### config.mk
export PLATFORM = sky130hd
export DESIGN_NAME = seg_mux_ctrl_flat
export DESIGN_NICKNAME = d
export VERILOG_FILES = /design/src/rtl/seg_mux_ctrl_if.sv /design/src/rtl/seg_mux_ctrl.sv /design/src/flat_wrapper.sv
export SDC_FILE = /design/constraint.sdc
export NUM_CORES = 1
export LEC_CHECK = 0
export CORE_MARGIN = 10
export CORE_UTILIZATION = 50
export DETAILED_ROUTE_END_ITERATION = 8
export GPL_TIMING_DRIVEN = 0
export PLACE_DENSITY = 0.7
export SLEW_MARGIN = 30
export SYNTH_ARGS = -nofsm -noshare
export SYNTH_HDL_FRONTEND = slang
export SYNTH_SLANG_ARGS = --single-unit
### constraint.sdc
create_clock -name int_osc -period 2.61 [get_ports int_osc]
set_clock_uncertainty 0.1 [all_clocks]
set_input_delay 0.783 -clock int_osc [delete_from_list [all_inputs] [get_ports int_osc]]
set_output_delay 0.783 -clock int_osc [all_outputs]
set_load 0.05 [all_outputs]
### src/rtl/seg_mux_ctrl_if.sv
// Digit inputs and display drive outputs of the two-digit seven-segment scanner.
interface seg_mux_ctrl_if;
    logic       en;
    logic [3:0] s0;
    logic [3:0] s1;
    logic [3:0] digit_sel;
    logic [1:0] switch;
    logic       frame_tick;

    modport master (
        output en, s0, s1,
        input  digit_sel, switch, frame_tick
    );

    modport slave (
        input  en, s0, s1,
        output digit_sel, switch, frame_tick
    );
endinterface

### src/rtl/seg_mux_ctrl.sv
// Two-digit time-multiplexed seven-segment scan controller with registered outputs.
// Define SEG_MUX_BLANK_EN to insert dark BLANK0/BLANK1 gaps between digits.
module seg_mux_ctrl #(
    parameter int unsigned DWELL_CYCLES = 10_000,
    parameter int unsigned BLANK_CYCLES = 100
) (
    input logic          int_osc,
    input logic          reset,
    seg_mux_ctrl_if.slave bus
);

    typedef enum logic [2:0] {
        IDLE,
        SHOW0,
        BLANK0,
        SHOW1,
        BLANK1
    } state_t;

    localparam logic [23:0] DWELL_LAST = 24'(DWELL_CYCLES - 1);
    localparam logic [23:0] BLANK_LAST = 24'(BLANK_CYCLES - 1);

`ifdef SEG_MUX_BLANK_EN
    localparam state_t      LAST_STATE = BLANK1;
    localparam logic [23:0] LAST_CNT   = BLANK_LAST;
`else
    localparam state_t      LAST_STATE = SHOW1;
    localparam logic [23:0] LAST_CNT   = DWELL_LAST;
`endif

    state_t      state;
    state_t      state_nx;
    logic [23:0] cnt;
    logic [23:0] cnt_nx;
    logic [3:0]  cap0;
    logic [3:0]  cap1;
    logic        enter0;
    logic        enter1;

    logic [3:0]  digit_sel_q;
    logic [1:0]  switch_q;
    logic        frame_tick_q;
    logic [3:0]  digit_sel_nx;
    logic [1:0]  switch_nx;
    logic        frame_tick_nx;

    always_comb begin
        state_nx = state;
        cnt_nx   = cnt + 24'd1;
        if (!bus.en) begin
            state_nx = IDLE;
            cnt_nx   = '0;
        end else begin
            case (state)
                IDLE: begin
                    state_nx = SHOW0;
                    cnt_nx   = '0;
                end
                SHOW0: begin
                    if (cnt == DWELL_LAST) begin
`ifdef SEG_MUX_BLANK_EN
                        state_nx = BLANK0;
`else
                        state_nx = SHOW1;
`endif
                        cnt_nx   = '0;
                    end
                end
                BLANK0: begin
                    if (cnt == BLANK_LAST) begin
                        state_nx = SHOW1;
                        cnt_nx   = '0;
                    end
                end
                SHOW1: begin
                    if (cnt == DWELL_LAST) begin
`ifdef SEG_MUX_BLANK_EN
                        state_nx = BLANK1;
`else
                        state_nx = SHOW0;
`endif
                        cnt_nx   = '0;
                    end
                end
                BLANK1: begin
                    if (cnt == BLANK_LAST) begin
                        state_nx = SHOW0;
                        cnt_nx   = '0;
                    end
                end
                default: begin
                    state_nx = IDLE;
                    cnt_nx   = '0;
                end
            endcase
        end
    end

    // Outputs are decoded from the next state so the registers already hold
    // the new digit on the very edge that enters it.
    always_comb begin
        enter0        = (state_nx == SHOW0) && (state != SHOW0);
        enter1        = (state_nx == SHOW1) && (state != SHOW1);
        switch_nx     = 2'b00;
        digit_sel_nx  = 4'h0;
        case (state_nx)
            SHOW0: begin
                switch_nx    = 2'b01;
                digit_sel_nx = enter0 ? bus.s0 : cap0;
            end
            SHOW1: begin
                switch_nx    = 2'b10;
                digit_sel_nx = enter1 ? bus.s1 : cap1;
            end
            default: begin
                switch_nx    = 2'b00;
                digit_sel_nx = 4'h0;
            end
        endcase
        frame_tick_nx = (state_nx == LAST_STATE) && (cnt_nx == LAST_CNT);
    end

    always_ff @(posedge int_osc or negedge reset) begin
        if (!reset) begin
            state        <= IDLE;
            cnt          <= '0;
            cap0         <= '0;
            cap1         <= '0;
            switch_q     <= '0;
            digit_sel_q  <= '0;
            frame_tick_q <= 1'b0;
        end else begin
            state        <= state_nx;
            cnt          <= cnt_nx;
            if (enter0) cap0 <= bus.s0;
            if (enter1) cap1 <= bus.s1;
            switch_q     <= switch_nx;
            digit_sel_q  <= digit_sel_nx;
            frame_tick_q <= frame_tick_nx;
        end
    end

    assign bus.switch     = switch_q;
    assign bus.digit_sel  = digit_sel_q;
    assign bus.frame_tick = frame_tick_q;

endmodule

### src/flat_wrapper.sv
// flat-port wrapper written by rule: the top's interface ports become plain ports
module seg_mux_ctrl_flat 
#(
    parameter int unsigned DWELL_CYCLES = 10_000,
    parameter int unsigned BLANK_CYCLES = 100
)
  (int_osc, reset, bus_en, bus_s0, bus_s1, bus_digit_sel, bus_switch, bus_frame_tick);
  seg_mux_ctrl_if bus_i ();
  input logic int_osc;
  input logic reset;
  input wire logic [$bits(bus_i.en)-1:0] bus_en;
  input wire logic [$bits(bus_i.s0)-1:0] bus_s0;
  input wire logic [$bits(bus_i.s1)-1:0] bus_s1;
  output wire logic [$bits(bus_i.digit_sel)-1:0] bus_digit_sel;
  output wire logic [$bits(bus_i.switch)-1:0] bus_switch;
  output wire logic [$bits(bus_i.frame_tick)-1:0] bus_frame_tick;
  assign bus_i.en = bus_en;
  assign bus_i.s0 = bus_s0;
  assign bus_i.s1 = bus_s1;
  assign bus_digit_sel = bus_i.digit_sel;
  assign bus_switch = bus_i.switch;
  assign bus_frame_tick = bus_i.frame_tick;
  seg_mux_ctrl #(.DWELL_CYCLES(DWELL_CYCLES), .BLANK_CYCLES(BLANK_CYCLES)) u_core (.int_osc(int_osc), .reset(reset), .bus(bus_i));
endmodule
Yosys cells after proc, flatten, opt, wreduce, memory -nomap -nowiden
Index checks and enable logic that the tools add are counted.
{"block": "totals", "ff_bits": 42, "in_bits": 11, "out_inout_bits": 7}
{"block": "op_classes", "addsub": 1, "n_eq_ne": 11, "mux": 14, "reduce_logical": 6}
{"op": "$mux 24", "count": 3}
{"op": "$eq 24x14->1 const B", "count": 2}
{"op": "$pmux 24 s2", "count": 1}
{"op": "$add 24x1->24 const B", "count": 1}
{"op": "$eq 24x7->1 const B", "count": 1}
{"op": "$mux 3", "count": 5}
{"op": "$pmux 3 s5", "count": 1}
{"op": "$eq 3x2->1 const B", "count": 3}
{"op": "$mux 4", "count": 2}
{"op": "$pmux 4 s2", "count": 1}
{"op": "$eq 3x1->1 const B", "count": 2}
{"op": "$pmux 2 s2", "count": 1}
{"op": "$reduce_or 2->1", "count": 2}
{"op": "$eq 3x3->1 const B", "count": 1}
{"op": "$logic_and 1x1->1", "count": 3}
{"op": "$logic_not 3->1", "count": 1}
{"op": "$ne 3x1->1 const B", "count": 1}
{"op": "$ne 3x2->1 const B", "count": 1}

Longest topological paths before layout
{"block": "depth", "ltp_word": 8, "mapped_depth": 10}

Least setup slack after synthesis
No wires, ideal clock.
{"block": "synth_timing", "path_type": "register -> register", "from": "register u_core.cnt[0]", "to": "register u_core.digit_sel_q[1] (netlist: u_core.bus.digit_sel[1])", "setup_time_ns": 0.132, "t_arrival_ns": 2.320, "required_ns": 2.378, "path_slack_ns": 0.058, "stages_incl_launch_ff": 9, "path_buffers": 1, "cell_sequence": "dfrtp_1 ha_1 buf_2 nor4b_1 nand4_1 or4_1 a21oi_4 mux2_4 o2bb2ai_1"}
{"block": "synth_between", "elab_chain_len": 8, "word_cells_on_any_way": 15, "cone_classes": "4 x eq/ne; 9 x mux; 2 x reduce/logical"}
{"element": "start: declaration", "line": "seg_mux_ctrl.sv:33", "text": "logic [23:0] cnt;"}
{"element": "start signal: assignment", "line": "seg_mux_ctrl.sv:134", "text": "cnt <= cnt_nx;"}
{"element": "$eq 24x7->1 or $eq 24x14->1 (tied branches)"}
{"element": "$mux 3, on equally long branches"}
{"element": "$pmux 3 s5 (*)", "line": "seg_mux_ctrl.sv:54", "text": "case (state)"}
{"element": "$mux 3 (*)", "line": "seg_mux_ctrl.sv:50", "text": "if (!bus.en) begin"}
{"element": "$eq 3x2->1 or $eq 3x1->1 (tied branches)", "line": "seg_mux_ctrl.sv:103, seg_mux_ctrl.sv:106, seg_mux_ctrl.sv:102"}
{"element": "$logic_and 1x1->1, on equally long branches", "line": "seg_mux_ctrl.sv:103, seg_mux_ctrl.sv:102"}
{"element": "$mux 4"}
{"element": "$pmux 4 s2 (*)", "line": "seg_mux_ctrl.sv:106", "text": "case (state_nx)"}
{"element": "net u_core.digit_sel_nx[1]", "line": "seg_mux_ctrl.sv:43", "text": "logic [3:0] digit_sel_nx;"}
{"element": "end signal: assignment", "line": "seg_mux_ctrl.sv:138", "text": "digit_sel_q <= digit_sel_nx;"}
{"element": "end: declaration", "line": "seg_mux_ctrl.sv:40", "text": "logic [3:0] digit_sel_q;"}
The timed path passes the listed nets; every way through them passes the cells marked *.

Final worst setup path
{"block": "layout_timing", "from": "register u_core.cnt[7]", "to": "register u_core.digit_sel_q[1] (netlist: u_core.bus.digit_sel[1])"}
The elaborated chain is that of the path after synthesis.

==> results by group <==
Synthesis
  – Synth Instances: about 250
  – Mux share of post-synthesis cell area: around 6.0%
  – Post-synthesis compound-gate area fraction: around 10%
  – Syn nets: approximately 270
  – Synth warn: 0
  – Mean Syn Cell Area: 9.59 sq um
  – Asr flop ratio synth: between 90% and 100%
  – Post-synth cell types: 52
  – Post-synth design cell area: 2430 sq um
  – Largest family of logic cells by synthesized area: simple AND/OR/NAND/NOR gates
  – Post-synthesis xor/xnor area fraction: ~8.7%
  – Number of synthesized flops with an enable pin: 0
  – Adder and majority gate portion of the synthesized area: less than 1%
  – Area leader, netlist: dfrtp_1
  – Yosys reg bits: 42
  – Top cells by area, synth: dfrtp_1 (43%), nor2_1 (5.3%), xor2_1 (5.1%)
  – Yosys top cell area share: roughly 43%
  – Synth Flop Type: dfrtp_1
  – Post-Synth Simple-Gate Area: 26.8%
  – Post-synthesis sequential area ratio: 43.3%

Critical path
  – Crit Path Max Fanout: 6
  – Crit path DAT: 2670 ps
  – CP endpoint kind: register
  – Crit start category: register
  – WS Path Type: reg2reg
  – Worst Path Required: 2700 ps

Clocking
  – CTS tree: yes
  – Clock Sinks: 42
  – H-tree Lvls: 2
  – Reg clk slew, reported paths: 90 ps
  – Clock Path Buffers: 2
  – Clk_lat worst skew: 310 ps
  – TritonCTS Buffers: 5
  – Root buf cell: clkbuf_8

Placed design
  – IO buf count: 17
  – Gpl congestion: just under 0.9
  – Post-DP HPWL: around 3700 microns
  – Dpl ws: -328 ps
  – # placed instances: 338

STA
  – RSZ-0062 raised after global routing: yes
  – Slew Viols, Final: 0
  – Min Tclk post-route: around 2600 ps
  – Period utilisation layout: slightly below 100%
  – Max Clock Freq: between 300 and 400 MHz
  – Worst Tran Pin Value: between 500 and 600 ps
  – Fin. Hold Viols: 0
  – Slew HR: roughly two thirds
  – Worst Slack Setup Final: 31.7 ps
  – Final setup fails: 0

Floorplanning
  – Core area: 4720 sq um
  – # IOs: 18
  – Total die area: roughly 8000 sq um
  – Initial Utilization: 51.4%
  – Die span in x: around 90 microns
  – Die Span Y: about 90 microns
  – FP Rows: 25

Drt
  – DR WL/cell: ~15 microns
  – Vias: 1,939
  – Total wire length: approximately 5300 microns
  – 1st-iter DRT viols: between 100 and 150
  – Drt via density: ~5.5
  – Residual DRC: 0
  – First drt pass iteration count: 4
  – Number of nets with antenna violations after routing: 0

Power and ir drop
  – Leakage: between 1 and 1.5 nW
  – Power Density: approximately 420 nW/um^2
  – Peak VDD IR: 0.000229 V
  – Internal Power: 0.918 mW
  – Combinational power share: between 10% and 20%
  – Switching part of the total: about a quarter
  – P_sw: around 0.33 mW
  – Sequential power share: between 50% and 60%
  – Clock Power Share: 35.3%

Global route
  – Largest net degree at the start of global routing: 27
  – First-pass GRT wire length: 8630 microns
  – Number of global-route vias before repair: between 1,500 and 2,000
  – Initial antenna violation count: 0
  – Total congestion overflow: 0
  – Tot GR Track Use: between 10 and 15%

Layout
  – Post-layout nets: roughly 300
  – Filler cell count: 370
  – Synth-to-layout area growth: 22.9%
  – Layout Cells excl Fill: about 350
  – Share of layout cells above drive strength 1: around 23%
  – Ant diodes: 0

Hold path
  – Hold Crit Class: in2async

Outcome
  – Status: finished, final reports clean

Job
  – Max Cap Viol: 0
[cell type report]
class / instances / area (sq um) / area share, %
buffer: 13 / 91.3 / 3.06
clock buffer: 5 / 68.8 / 2.31
clock inverter: 3 / 23.8 / 0.797
inverter: 7 / 26.3 / 0.881
multi-input combinational: 188 / 1370 / 45.9
sequential: 42 / 1050 / 35.3
tap: 67 / 83.8 / 2.81
timing repair buffer: 28 / 267 / 8.93
[synth_stat cells (2+ instances only)]
master / instances
dfrtp_1: 42
nor2_1: 34
nand2_1: 19
nand3_1: 15
xor2_1: 14
xnor2_1: 10
nand4_1: 9
and3_1: 8
clkbuf_1: 7
inv_1: 7
nor3_1: 7
buf_2: 5
and2_1: 4
mux2_2: 4
mux2_4: 4
mux2i_1: 4
o211ai_1: 4
o21ai_0: 4
o2bb2ai_1: 4
or3_1: 4
a21o_1: 3
o21a_1: 3
a21oi_1: 2
and4_1: 2
buf_6: 2
nor4_1: 2
nor4_2: 2
nor4_4: 2
nor4b_1: 2
o41ai_1: 2
[metal layers]
metal / track usage, % / routed length (microns)
met1: 19.1 / 2540
met3: 3.34 / 355
met4: 5.35 / 91
met5: 0 / 0
met2: 20.3 / 2290
[kinds of logic after synthesis]
logic type / after synthesis
AOI/OAI and AO/OA: 32
xor gates and xnor gates: 24
adders and majority gates: 1
buffers and inverters: 23
DFF: 42
muxes: 12
and+or+nand+nor: 119
[sequential cells by signal (all words and copies together) (netlist names)]
name                   flops
u_core.cap1                4
u_core.bus.switch          2
u_core.cap0                4
u_core.bus.digit_sel       4
u_core.cnt                24
u_core.state               3
u_core.bus.frame_tick      1
[timing repair]
action,CTS,global route
buffers inserted,5,5
hold buffers,0,0
setup endpoints to repair,33,33
resized for setup,14,20
pin swaps,9,9
[power by group through the flow]
stage / registers (mW) / logic (mW) / clock network (mW)
after floorplan: 0.713 / 0.0435 / 0
after global placement: 0.691 / 0.116 / 0
after detailed placement: 0.692 / 0.121 / 0
after CTS: 0.678 / 0.124 / 0.452
after global routing: 0.680 / 0.139 / 0.477
final: 0.678 / 0.129 / 0.441
[path summary, 6_finish.rpt]
check / slack (ps) / depth (start not counted) / start / end
worst max register to register: 30 / 8 / u_core.cnt[7] / u_core.bus.digit_sel[1]
worst max-delay path: 30 / 8 / u_core.cnt[7] / u_core.bus.digit_sel[1]
worst min-delay path: 300 / 1 / reset / u_core.cnt[7]
min in group int_osc: 410 / 1 / u_core.cap1[3] / u_core.cap1[3]
worst min register to register: 410 / 1 / u_core.cap1[3] / u_core.cap1[3]
max in group asynchronous: 1650 / 2 / reset / u_core.state[0]
[cells in the final DEF, fill, tap and decap left out, types with 2 or more instances in the layout]
cell             synthesis  layout
nor2_2                   1       3
and2_1                   4       4
o21ai_0                  4       4
a21o_1                   3       3
mux2_2                   4       4
clkbuf_8                 0       5
or3_1                    4       3
clkbuf_4                 0       2
clkbuf_2                 0       2
clkdlybuf4s50_1          0      15
a21oi_1                  2       2
nand2_1                 19      19
mux2i_1                  4       4
dfrtp_1                 42      41
nor3_1                   7       5
nor3_4                   0       2
nand4_1                  9       9
mux2_4                   4       4
o21a_1                   3       3
nor2_1                  34      32
buf_2                    5       3
o41ai_1                  2       2
nor4_4                   2       3
o211ai_1                 4       4
clkbuf_1                 7       2
inv_1                    7       7
buf_4                    1       9
nor4_2                   2       2
o2bb2ai_2                0       3
and3_1                   8       8
buf_6                    2       5
clkinvlp_4               0       2
xnor2_1                 10      10
xor2_1                  14      14
nand3_1                 15      14
[critical path, stage by stage, from the launching register on]
cell and delay, ps:
dfrtp_1 380, buf_6 130, nor4_4 340, nand2_1 90, or3_4 350, or3b_4 400, a21oi_4 230, mux2_4 340
o2bb2ai_1 120
[per-stage QoR]
step           setup TNS, ps  utilization [%]  hold WS [ps]  cell area, sq um  power [mW]
2_1_floorplan              0                -           368              2430       0.756
5_1_grt                 -311             63.2           317              2980        1.30
3_3_place_gp          -25820             56.7           377              2680       0.808
4_1_cts                    0             61.0           304              2880        1.25
3_5_place_dp           -7860             57.1           382              2700       0.813
6_report                   0             63.2           301              2980        1.25
Power figures use the tool's default switching activity.
